File: src/rtl/wb_regfile_if.sv
// wb_regfile_if
//   Bundles the writeback, issue and decode-read signals exchanged between the
//   WB/ID stages and the register file.
//   Write side : AorD (data), WBAD (dest reg), WBEN (writeback strobe)
//   Issue side : ISSUE (instruction issued), ISAD (its destination register)
//   Read side  : RA1/RA2 (addresses) -> RD1/RD2 (data), BUSY1/BUSY2 (pending),
//                STALL (either read operand pending), PCNT (pending count)
//   The master modport is the pipeline side; the slave modport is the
//   register file.
interface wb_regfile_if #(
  parameter int DW = 8,
  parameter int AW = 3
);
  logic [DW-1:0] AorD;
  logic [AW-1:0] WBAD;
  logic          WBEN;
  logic          ISSUE;
  logic [AW-1:0] ISAD;
  logic [AW-1:0] RA1;
  logic [AW-1:0] RA2;
  logic [DW-1:0] RD1;
  logic [DW-1:0] RD2;
  logic          BUSY1;
  logic          BUSY2;
  logic          STALL;
  logic [AW:0]   PCNT;

  modport master (
    output AorD, WBAD, WBEN, ISSUE, ISAD, RA1, RA2,
    input  RD1, RD2, BUSY1, BUSY2, STALL, PCNT
  );

  modport slave (
    input  AorD, WBAD, WBEN, ISSUE, ISAD, RA1, RA2,
    output RD1, RD2, BUSY1, BUSY2, STALL, PCNT
  );
endinterface

File: src/rtl/wb_regfile.sv
// wb_regfile
//   8 x 8-bit register file with a per-register pending scoreboard. The write
//   port takes the writeback mux output; two combinational read ports feed
//   decode together with busy flags used for read-after-write stall detection.
//   Ports:
//     clk  - rising-edge clock for all state
//     rst  - synchronous active-high reset (clears registers and scoreboard)
//     bus  - wb_regfile_if.slave: AorD/WBAD/WBEN write, ISSUE/ISAD scoreboard
//            set, RA1/RA2 -> RD1/RD2/BUSY1/BUSY2/STALL, PCNT pending count
//   Optional feature macro: WB_BYPASS_EN
//     When defined, a writeback in flight is forwarded combinationally to any
//     read port addressing the same register, and that port's busy flag is
//     dropped unless the same cycle also issues a new producer for it.
module wb_regfile #(
  parameter int DW   = 8,
  parameter int AW   = 3,
  parameter int NREG = 8
) (
  input logic         clk,
  input logic         rst,
  wb_regfile_if.slave bus
);

  logic [DW-1:0] regs_q [NREG];
  logic [DW-1:0] regs_d [NREG];
  logic [NREG-1:0] pend_q;
  logic [NREG-1:0] pend_d;
  logic [AW:0]     pcnt_q;
  logic [AW:0]     pcnt_d;

  logic [DW-1:0] rd1;
  logic [DW-1:0] rd2;
  logic          busy1;
  logic          busy2;

  // Next-state: the clear from writeback is applied before the set from issue
  // so a same-register collision leaves the bit set (a newer producer is
  // outstanding). The count is taken from the next pending vector so PCNT
  // moves on the same edge as the bits themselves.
  always_comb begin
    regs_d = regs_q;
    pend_d = pend_q;
    pcnt_d = '0;
    if (bus.WBEN) begin
      regs_d[bus.WBAD] = bus.AorD;
      pend_d[bus.WBAD] = 1'b0;
    end
    if (bus.ISSUE) begin
      pend_d[bus.ISAD] = 1'b1;
    end
    for (int i = 0; i < NREG; i++) begin
      pcnt_d = pcnt_d + {{AW{1'b0}}, pend_d[i]};
    end
  end

  always_ff @(posedge clk) begin
    if (rst) begin
      for (int i = 0; i < NREG; i++) begin
        regs_q[i] <= '0;
      end
      pend_q <= '0;
      pcnt_q <= '0;
    end else begin
      regs_q <= regs_d;
      pend_q <= pend_d;
      pcnt_q <= pcnt_d;
    end
  end

  // Read ports and busy flags come straight from stored state; the bypass
  // build overlays an in-flight writeback on top of that.
  always_comb begin
    rd1   = regs_q[bus.RA1];
    rd2   = regs_q[bus.RA2];
    busy1 = pend_q[bus.RA1];
    busy2 = pend_q[bus.RA2];
`ifdef WB_BYPASS_EN
    if (bus.WBEN && (bus.WBAD == bus.RA1)) begin
      rd1 = bus.AorD;
      if (!(bus.ISSUE && (bus.ISAD == bus.RA1))) begin
        busy1 = 1'b0;
      end
    end
    if (bus.WBEN && (bus.WBAD == bus.RA2)) begin
      rd2 = bus.AorD;
      if (!(bus.ISSUE && (bus.ISAD == bus.RA2))) begin
        busy2 = 1'b0;
      end
    end
`else
`endif
  end

  assign bus.RD1   = rd1;
  assign bus.RD2   = rd2;
  assign bus.BUSY1 = busy1;
  assign bus.BUSY2 = busy2;
  assign bus.STALL = busy1 | busy2;
  assign bus.PCNT  = pcnt_q;

endmodule
File: src/flat_wrapper.sv
// flat-port wrapper written by rule: the top's interface ports become plain ports
module wb_regfile_flat 
#(
  parameter int DW   = 8,
  parameter int AW   = 3,
  parameter int NREG = 8
)
  (clk, rst, bus_AorD, bus_WBAD, bus_WBEN, bus_ISSUE, bus_ISAD, bus_RA1, bus_RA2, bus_RD1, bus_RD2, bus_BUSY1, bus_BUSY2, bus_STALL, bus_PCNT);
  wb_regfile_if #(.DW(DW), .AW(AW)) bus_i ();
  input logic clk;
  input logic rst;
  input wire logic [$bits(bus_i.AorD)-1:0] bus_AorD;
  input wire logic [$bits(bus_i.WBAD)-1:0] bus_WBAD;
  input wire logic [$bits(bus_i.WBEN)-1:0] bus_WBEN;
  input wire logic [$bits(bus_i.ISSUE)-1:0] bus_ISSUE;
  input wire logic [$bits(bus_i.ISAD)-1:0] bus_ISAD;
  input wire logic [$bits(bus_i.RA1)-1:0] bus_RA1;
  input wire logic [$bits(bus_i.RA2)-1:0] bus_RA2;
  output wire logic [$bits(bus_i.RD1)-1:0] bus_RD1;
  output wire logic [$bits(bus_i.RD2)-1:0] bus_RD2;
  output wire logic [$bits(bus_i.BUSY1)-1:0] bus_BUSY1;
  output wire logic [$bits(bus_i.BUSY2)-1:0] bus_BUSY2;
  output wire logic [$bits(bus_i.STALL)-1:0] bus_STALL;
  output wire logic [$bits(bus_i.PCNT)-1:0] bus_PCNT;
  assign bus_i.AorD = bus_AorD;
  assign bus_i.WBAD = bus_WBAD;
  assign bus_i.WBEN = bus_WBEN;
  assign bus_i.ISSUE = bus_ISSUE;
  assign bus_i.ISAD = bus_ISAD;
  assign bus_i.RA1 = bus_RA1;
  assign bus_i.RA2 = bus_RA2;
  assign bus_RD1 = bus_i.RD1;
  assign bus_RD2 = bus_i.RD2;
  assign bus_BUSY1 = bus_i.BUSY1;
  assign bus_BUSY2 = bus_i.BUSY2;
  assign bus_STALL = bus_i.STALL;
  assign bus_PCNT = bus_i.PCNT;
  wb_regfile #(.DW(DW), .AW(AW), .NREG(NREG)) u_core (.clk(clk), .rst(rst), .bus(bus_i));
endmodule
File: config.mk
export PLATFORM = sky130hd
export DESIGN_NAME = wb_regfile_flat
export DESIGN_NICKNAME = d
export VERILOG_FILES = /design/src/rtl/wb_regfile_if.sv /design/src/rtl/wb_regfile.sv /design/src/flat_wrapper.sv
export SDC_FILE = /design/constraint.sdc
export NUM_CORES = 1
export LEC_CHECK = 0
export CORE_UTILIZATION = 56
export DETAILED_ROUTE_END_ITERATION = 16
export PLACE_DENSITY = 0.83
export SLEW_MARGIN = 10
export SYNTH_ARGS = -nofsm -noshare
export SYNTH_HDL_FRONTEND = slang
export SYNTH_SLANG_ARGS = --single-unit
export TNS_END_PERCENT = 20
File: constraint.sdc
create_clock -name clk -period 7.6 [get_ports clk]
set_input_delay 0.76 -clock clk [delete_from_list [all_inputs] [get_ports clk]]
set_output_delay 0.76 -clock clk [all_outputs]
set_load 0.05 [all_outputs]
==> run metrics, run 1 <==
Final Max Tran Viols=0; element type at the critical path end=flop; fin area=4640 µm²; hold_buf cts=0; CTS tree=yes; DRC errors left=0; GRT Util Overall=~28%; Max Root-Sink Buffers=2; Worst Path Required=7.88 ns; Post-Place Cell Area=between 4000 and 5000 µm²; Final min period=approximately 4.7 ns; largest net degree at the start of global routing=77; Sinks on Clock Net=76; Max VDD drop=94.1 µV; Fmax achieved=214 MHz; GR Overflow Total=0; Max H-tree Level=3; first-pass GRT wire length=15600 µm; status=finished, final reports clean; Final #Nets=470; I/O Buffers=between 40 and 50; worst reg2reg setup slack=roughly 4.5 ns; final hold viol count=0; IO Pins=between 40 and 50; DR WL/cell=18.5 µm; Netlist Area Pre-Place=4050 µm²; crit path launch type=primary input; WS Path Type=primary input to flop; Leakage=1.59 nW; maximum capacitance violations=0; DIE WIDTH=87.0 µm; drt via density=6.07; Die Area=approximately 7600 µm²; post-synth top area cell=dfxtp_1; number of antenna violations at the first check in global routing=0; post-synthesis sequential area ratio=a little under two fifths; Num CTS Buffers=9; Hold Path Origin=u_core.regs_q[11]$_SDFFE_PP0P_; clk_skew=roughly 0.006 ns; CP startpoint=bus_WBAD[1]; root buf cell=clkbuf_8; Post-Syn Nets=450; Worst slew margin=34.0%; synth warn=0; Total Wirelength=10000 µm; vias in the first global route=approximately 3100; Final setup viols=0; Worst-path clk slew=0.07 ns; CTS resizes=0; initial core utilization=58.6%; pwr dens=approximately 180 nW/µm²; Iter 0 DRT Violations=256; post-synth top area share=37.6%; DP Wirelength=6700 µm; setup_tns=0 ns; register bit count reported by yosys=76; die height=87.0 µm; fraction of layout cells with a size suffix above 1=16.4%; Final Cycle Share=61.6%; ANT cells=0; Slew @ Worst Pin=0.988 ns; critical path arrival=4.96 ns; unrepaired setup endpoints after global routing=false; mean area per synthesized cell=9.67 µm²; Design Power=0.830 mW; CP max FO=16; worst reg2reg startpoint=u_core.pend_q[0]$_SDFF_PP0_; Rows=30; Routed Antenna Nets=0; Synth cell types=30; vias post-DR=between 3000 and 4000; Synth Instances=around 420; largest cells by area after synthesis=dfxtp_1 38%, mux4_2 19%, nand2_1 12%; drt first pass iters=4; Final Hold Slack=0.468 ns; post-CTS setup buffers=0; clk_lat worst skew=0.35 ns; Hold WC Path Type=flop to flop; GPL Wtd Cong=0.924; Area Growth Syn to Fin=14.5%; Placeable Area=6910 µm²
==> registers in the layout, summed over array words and instances (netlist names) <==
name	count
u_core.pend_q	8
u_core.regs_q	64
u_core.bus.PCNT	4
==> critical path: stages <==
cell             delay (ns)
clkdlybuf4s50_1        0.67
or4b_1                 0.80
a22o_1                 0.27
ha_1                   0.31
fa_1                   0.52
inv_1                  0.06
fa_1                   0.50
inv_1                  0.05
fa_1                   0.43
inv_1                  0.09
fa_1                   0.41
nor2_1                 0.10
==> synthesized netlist by cell type, drive strengths merged <==
| cell | instances |
|---|---|
| and4 | 2 |
| and4b | 3 |
| or4b | 1 |
| nand4 | 1 |
| nor2 | 5 |
| dfxtp | 76 |
| clkbuf | 16 |
| a32oi | 1 |
| mux2 | 18 |
| xor2 | 1 |
| nand4b | 3 |
| ha | 3 |
| a32o | 3 |
| nor4b | 1 |
| a22o | 3 |
| nor3b | 1 |
| or2 | 1 |
| mux4 | 36 |
| inv | 5 |
| buf | 25 |
| nand2 | 128 |
| a21oi | 66 |
| nand4bb | 3 |
| nor2b | 10 |
| nor4bb | 3 |
| fa | 4 |
==> logic make-up (layout without fill, tap and decap cells) <==
kind of cell	count (synthesis)	count (layout)	synth area share, %
and+or+nand+nor	162	162	18.6
buffers and inverters	46	71	5.75
adders and majority gates	7	7	2.90
DFF	76	76	37.6
AOI/OAI and AO/OA	73	73	9.76
muxes	54	54	25.2
xor gates and xnor gates	1	1	0.216
==> per-layer routing <==
layer  vias up  GRT usage [%]  wire length (µm)  share of wire, %
met5         -              0                 0                 0
met4         0           12.0               242               2.4
met3        22           4.45               805               8.0
met2       152           45.1              4780                48
met1      1579           37.8              4180                42
li1       1523              -                 -                 -
==> cells in the final DEF, fill, tap and decap left out, types with 2 or more instances in the layout <==
cell	netlist	routed
a21oi_1	66	66
a22o_1	3	3
a32o_1	3	3
and4_1	2	2
and4b_1	3	3
buf_4	2	4
clkbuf_1	16	3
clkbuf_8	0	12
clkdlybuf4s50_1	0	45
dfxtp_1	76	76
fa_1	4	4
ha_1	3	3
inv_1	5	5
mux2_2	18	18
mux4_1	2	2
mux4_2	34	34
nand2_1	128	128
nand4b_1	3	3
nand4bb_1	3	3
nor2_1	5	5
nor2b_1	10	10
nor4bb_2	0	2
==> where the power goes <==
group	internal [mW]	switching (mW)	leakage, nW
clock network	0.145	0.139	0.0937
logic	0.0536	0.0760	0.879
registers	0.409	0.00672	0.615
total	0.608	0.222	1.59
==> area by class of cell <==
| type | count | area [µm²] |
|---|---|---|
| inverters | 5 | 18.8 |
| flip-flops and latches | 76 | 1520 |
| clock buffers | 15 | 176 |
| repair buffers | 50 | 485 |
| fillers | 592 | 2270 |
| multi-input cells | 297 | 2310 |
| well taps | 96 | 120 |
| clock inverters | 1 | 5.00 |
==> through the flow <==
stage / cells / util, % / setup slack (ns)
finish: 540 / 67.1 / 2.92
CTS: 540 / 67.1 / 2.95
global route: 540 / 67.1 / 2.79
detailed placement: 524 / 64.5 / 2.59
global placement: 524 / 64.5 / 2.68
floorplan: 419 / - / 3.55
==> final timing paths <==
path | depth (start not counted) | endpoint
max | 12 | u_core.bus.PCNT[1]$_SDFF_PP0_
min | 2 | u_core.regs_q[11]$_SDFFE_PP0P_
max reg2reg | 10 | u_core.bus.PCNT[1]$_SDFF_PP0_
min reg2reg | 2 | u_core.regs_q[11]$_SDFFE_PP0P_
Note: power is estimated with default switching activity, not from simulation.
==> inputs of run 2 (changes only) <==
- CORE_UTILIZATION: 56 -> 51
- PLACE_DENSITY: 0.83 -> 0.8
- clock period: 7.6 -> 3.9 ns (I/O delays scaled with it)
==> run 2 against run 1 <==
Compared with the run above: sequential cell count is the same; register-to-register slack got worse by 3.6 ns; die area grew 9.6%; hold slack better by 0.0032 ns; largest cell class unchanged.
==> run metrics, run 2 (synthesis results as in run 1) <==
status=finished, final reports clean; Layout Cells excl Fill=about 570; reg2reg path depth=10; crit path launch type=primary input; Fmax achieved=271 MHz; worst reg2reg setup slack=0.87 ns; placed insts=553; Max Root-Sink Buffers=2; final hold viol count=0; most common cell after layout, fill and taps aside=nand2_1; Post-Place Cell Area=4620 µm²; commonest non-fill, non-tap cells in the layout=128 x nand2_1, 76 x dfxtp_1, 66 x a21oi_1; DP Wirelength=7420 µm; DR WL/cell=20.0 µm; Hold Crit Depth=2; CTS tree=yes; Leakage=1.69 nW; Sw Share=27.8%; critical path arrival=roughly 4 ns; multi-input logic area=around 2300 µm²; post-CTS setup buffers=0; setup_tns=0 ns; ANT cells=0; Iter 0 DRT Violations=345; Total Wirelength=11400 µm; GR Overflow Total=0; slowest stage cell, crit path=or4b_4; Routed Antenna Nets=0; Final Cycle Share=94.6%; max reg flops=64; Clock power frac=between 30% and 40%; sequential power share=between 40% and 50%; Sinks on Clock Net=76; Die Area=8300 µm²; WS Path Type=primary input to flop; initial core utilization=52.7%; root buf cell=clkbuf_8; Worst Path Required=around 4.2 ns; element type at the critical path end=flop; most flop-heavy register=u_core.regs_q; die height=91.1 µm; fin area=4810 µm²; clk_skew=0.00133 ns; hold_buf cts=0; largest net degree at the start of global routing=just under 50; Final min period=between 3 and 4 ns; drt via density=6.15; Final #Nets=about 490; crit-path cells=clkdlybuf4s50_1, or4b_4, a22o_1, ha_1, fa_1, inv_1, fa_1, inv_1, fa_2, inv_1, fa_1, nor2_1; GRT Util Overall=28.5%; Area Growth Syn to Fin=18.8%; Placement Setup Slack=-0.231 ns; Max VDD drop=193 µV; Hold WC Path Type=flop to flop; Worst-path clk slew=around 0.080 ns; drt first pass iters=5; GPL Wtd Cong=0.897; first-pass GRT wire length=17800 µm; Final setup viols=0; IO Pins=47; buffers and inverters on the worst path=4; CP max FO=2; final core utilization=62.6%; P_sw=0.464 mW; power share of the combinational group=16.2%; Internal=1.21 mW; I/O Buffers=46; vias in the first global route=3443; fraction of layout cells with a size suffix above 1=20.8%; DIE WIDTH=91.1 µm; Worst Setup Slack, final=0.209 ns; Placeable Area=7690 µm²; CP peak stage delay=0.56 ns; Final Max Tran Viols=0; DRC errors left=0; unrepaired setup endpoints after global routing=false; Worst path depth=12; Num CTS Buffers=9; vias post-DR=~3500; Slew @ Worst Pin=0.809 ns; Worst slew margin=45.9%; Max H-tree Level=3; FF+latch area=1520 µm²; Rows=32; number of antenna violations at the first check in global routing=0; clk_lat worst skew=0.35 ns; maximum capacitance violations=0; Top delay family on crit path=adder cells; pwr dens=~350 nW/µm²; fill cell count=619
## run 2: changes by cell type in the layout (fill, tap and decap cells not counted), sizes merged
cell           change
buf               +24
bufinv             +1
clkbuf             -3
clkdlybuf4s50      -1
clkinvlp           +2
## run 2: stage by stage
| stage | power (mW) | hold slack, ns |
|---|---|---|
| 6_report | 1.67 | 0.471 |
| 3_5_place_dp | 1.09 | 0.459 |
| 5_1_grt | 1.72 | 0.489 |
| 3_3_place_gp | 1.09 | 0.449 |
| 2_1_floorplan | 1.00 | 0.441 |
| 4_1_cts | 1.67 | 0.470 |
## run 2: worst paths after layout
check	start	to
worst max-delay path	bus_WBAD[2]	u_core.bus.PCNT[1]$_SDFF_PP0_
worst min-delay path	u_core.regs_q[27]$_SDFFE_PP0P_	u_core.regs_q[27]$_SDFFE_PP0P_
worst max register to register	u_core.pend_q[1]$_SDFF_PP0_	u_core.bus.PCNT[1]$_SDFF_PP0_
worst min register to register	u_core.regs_q[27]$_SDFFE_PP0P_	u_core.regs_q[27]$_SDFFE_PP0P_
## run 2: tightest hold or removal path: stages, from the launching register on
cell and delay, ns:
dfxtp_1 0.32, nand2_1 0.05, a21oi_1 0.05
## run 2: power by group through the flow
| stage | Combinational (mW) | Clock [mW] | Sequential (mW) |
|---|---|---|---|
| 2_1_floorplan | 0.166 | 0 | 0.838 |
| 3_3_place_gp | 0.261 | 0 | 0.825 |
| 3_5_place_dp | 0.267 | 0 | 0.828 |
| 4_1_cts | 0.269 | 0.592 | 0.809 |
| 5_1_grt | 0.291 | 0.617 | 0.812 |
| 6_report | 0.270 | 0.591 | 0.810 |
## run 2: area by class of cell
type	count	area share, %
sequential	76	31.6
inverter	5	0.390
clock buffer	12	2.81
multi-input combinational	297	47.9
clock inverter	4	1.04
timing repair buffer	73	13.6
tap	102	2.65
## run 2: what timing repair did
item,CTS,global route
endpoints found under the hold margin,0,0
resized for setup,0,2
endpoints found under the setup margin,0,1
## run 2: metal layers
layer  GRT usage [%]  part of all wire (%)
met5               0                     0
met4            17.1                   3.7
met3            5.53                   9.2
met2            44.6                    48
met1            36.7                    40
==> inputs of run 3 (changes only) <==
- MAX_ROUTING_LAYER: unset -> met4
- SETUP_SLACK_MARGIN: unset -> 0.4
==> run 3 against run 2 <==
Compared with the run above: final cell count is 0.70% lower; worst setup slack better by 0.31 ns; sequential cell count stayed put; largest cell class unchanged; power is 3.2% lower; utilization is 0.42 points lower.
==> run metrics, run 3 (synthesis results as in run 1) <==
status=finished, final reports clean; sequential power share=50.1%; P_sw=0.447 mW; power share of the combinational group=16.6%; Layout Cells excl Fill=565; drt via density=6.05; largest net degree at the start of global routing=42; WS Path Type=primary input to flop; CTS tree=yes; Final Cycle Share=86.6%; critical path arrival=3.66 ns; placed insts=between 500 and 600; most flop-heavy register=u_core.regs_q; CP max FO=5; final hold viol count=0; Placeable Area=slightly below 8000 µm²; crit path launch type=primary input; Iter 0 DRT Violations=410; GRT Util Overall=28.6%; maximum capacitance violations=0; Total Wirelength=between 10000 and 15000 µm; hold_buf cts=0; Num CTS Buffers=9; Fmax achieved=296 MHz; die height=around 91 µm; Worst-path clk slew=0.07 ns; DP Wirelength=roughly 7400 µm; Sinks on Clock Net=76; DR WL/cell=~19 µm; Max VDD drop=160 µV; CP startpoint=bus_ISAD[1]; Worst slew margin=54.4%; Final setup viols=0; most common cell after layout, fill and taps aside=nand2_1; Design Power=1.62 mW; fill cell count=613; Hold WC Path Type=flop to flop; unrepaired setup endpoints after global routing=false; Die Area=around 8300 µm²; Final min period=3.38 ns; Hold Path Origin=u_core.regs_q[3]$_SDFFE_PP0P_; Slew @ Worst Pin=0.674 ns; worst reg2reg startpoint=u_core.pend_q[1]$_SDFF_PP0_; initial core utilization=~53%; Final Max Tran Viols=0; Max Root-Sink Buffers=2; I/O Buffers=46; clk_lat worst skew=about 0.35 ns; GPL Wtd Cong=0.889; Final #Nets=490; clk_skew=0.00906 ns; ANT cells=0; Worst Path Required=4.18 ns; drt first pass iters=5; Rows=32; pwr dens=roughly 340 nW/µm²; Max H-tree Level=3; Leakage=1.69 nW; vias post-DR=approximately 3400; Internal=1.17 mW; element type at the critical path end=flop; number of antenna violations at the first check in global routing=0; GR Overflow Total=0; Sw Share=27.6%; first-pass GRT wire length=17400 µm; DIE WIDTH=91.1 µm; commonest non-fill, non-tap cells in the layout=128 x nand2_1, 76 x dfxtp_1, 66 x a21oi_1; Clock power frac=33.4%; Area Growth Syn to Fin=18.0%; DRC errors left=0; IO Pins=47; root buf cell=clkbuf_8; max reg flops=64; vias in the first global route=roughly 3400; setup_tns=0 ns; Routed Antenna Nets=0; Final Hold Slack=0.470 ns; fraction of layout cells with a size suffix above 1=21.4%
## run 3: cell count changes in the layout (fill, tap and decap cells not counted), sizes merged
cell           delta
dlygate4sd2       +1
clkinv            +1
clkdlybuf4s15     +3
buf               -3
clkbuf            +1
dlymetal6s2s      +1
clkinvlp          -2
bufinv            -1
clkdlybuf4s50     -5
## run 3: what timing repair did
action | in CTS | in global routing
pin swaps | 8 | 5
hold endpoints to repair | 0 | 0
resized for setup | 11 | 1
endpoints found under the setup margin | 2 | 2
setup buffers | 0 | 1
## run 3: metal layers
| layer | up-vias | track usage [%] | part of all wire, % |
|---|---|---|---|
| met5 | - | - | 0 |
| met3 | 34 | 6.87 | 9.5 |
| met4 | 0 | 9.66 | 2.1 |
| li1 | 1550 | - | - |
| met1 | 1656 | 38.2 | 41 |
| met2 | 177 | 42.9 | 47 |
## run 3: worst paths after layout
kind                                        end  slack, ns  cells past startpoint
hold reg to reg   u_core.regs_q[3]$_SDFFE_PP0P_       0.47                      2
setup reg to reg  u_core.bus.PCNT[1]$_SDFF_PP0_       0.95                     10
setup / recovery  u_core.bus.PCNT[1]$_SDFF_PP0_       0.52                     12
hold / removal    u_core.regs_q[3]$_SDFFE_PP0P_       0.47                      2
## run 3: power groups by stage
stage	Clock [mW]	Sequential [mW]	Combinational, mW
2_1_floorplan	0	0.838	0.166
3_3_place_gp	0	0.826	0.258
3_5_place_dp	0	0.827	0.264
4_1_cts	0.540	0.809	0.267
5_1_grt	0.578	0.812	0.289
6_report	0.540	0.810	0.268
## run 3: critical path, cell delays in order
cell and delay, ns:
clkdlybuf4s50_1 0.56, nor2_1 0.10, a32o_1 0.28, ha_1 0.30, fa_1 0.49, inv_2 0.04
fa_1 0.54, inv_2 0.04, fa_2 0.34, inv_2 0.07, fa_2 0.41, nor2_1 0.09
## run 3: area by class of cell
type                            instances  area (µm²)  area share (%)
Clock inverter                          2        10.0           0.209
Tap cell                              102         128            2.67
Inverter                                5        18.8           0.393
Timing Repair Buffer                   70         634            13.3
Clock buffer                           13         159            3.33
Sequential cell                        76        1520            31.8
Multi-Input combinational cell        297        2310            48.3
## run 3: through the flow
step / worst slack (ns) / instance area, µm² / utilization, %
2_1_floorplan: 0.415 / 4060 / -
3_3_place_gp: 0.0445 / 4600 / 59.8
3_5_place_dp: -0.0180 / 4600 / 59.8
4_1_cts: 0.400 / 4770 / 62.0
5_1_grt: 0.407 / 4780 / 62.2
6_report: 0.521 / 4780 / 62.2
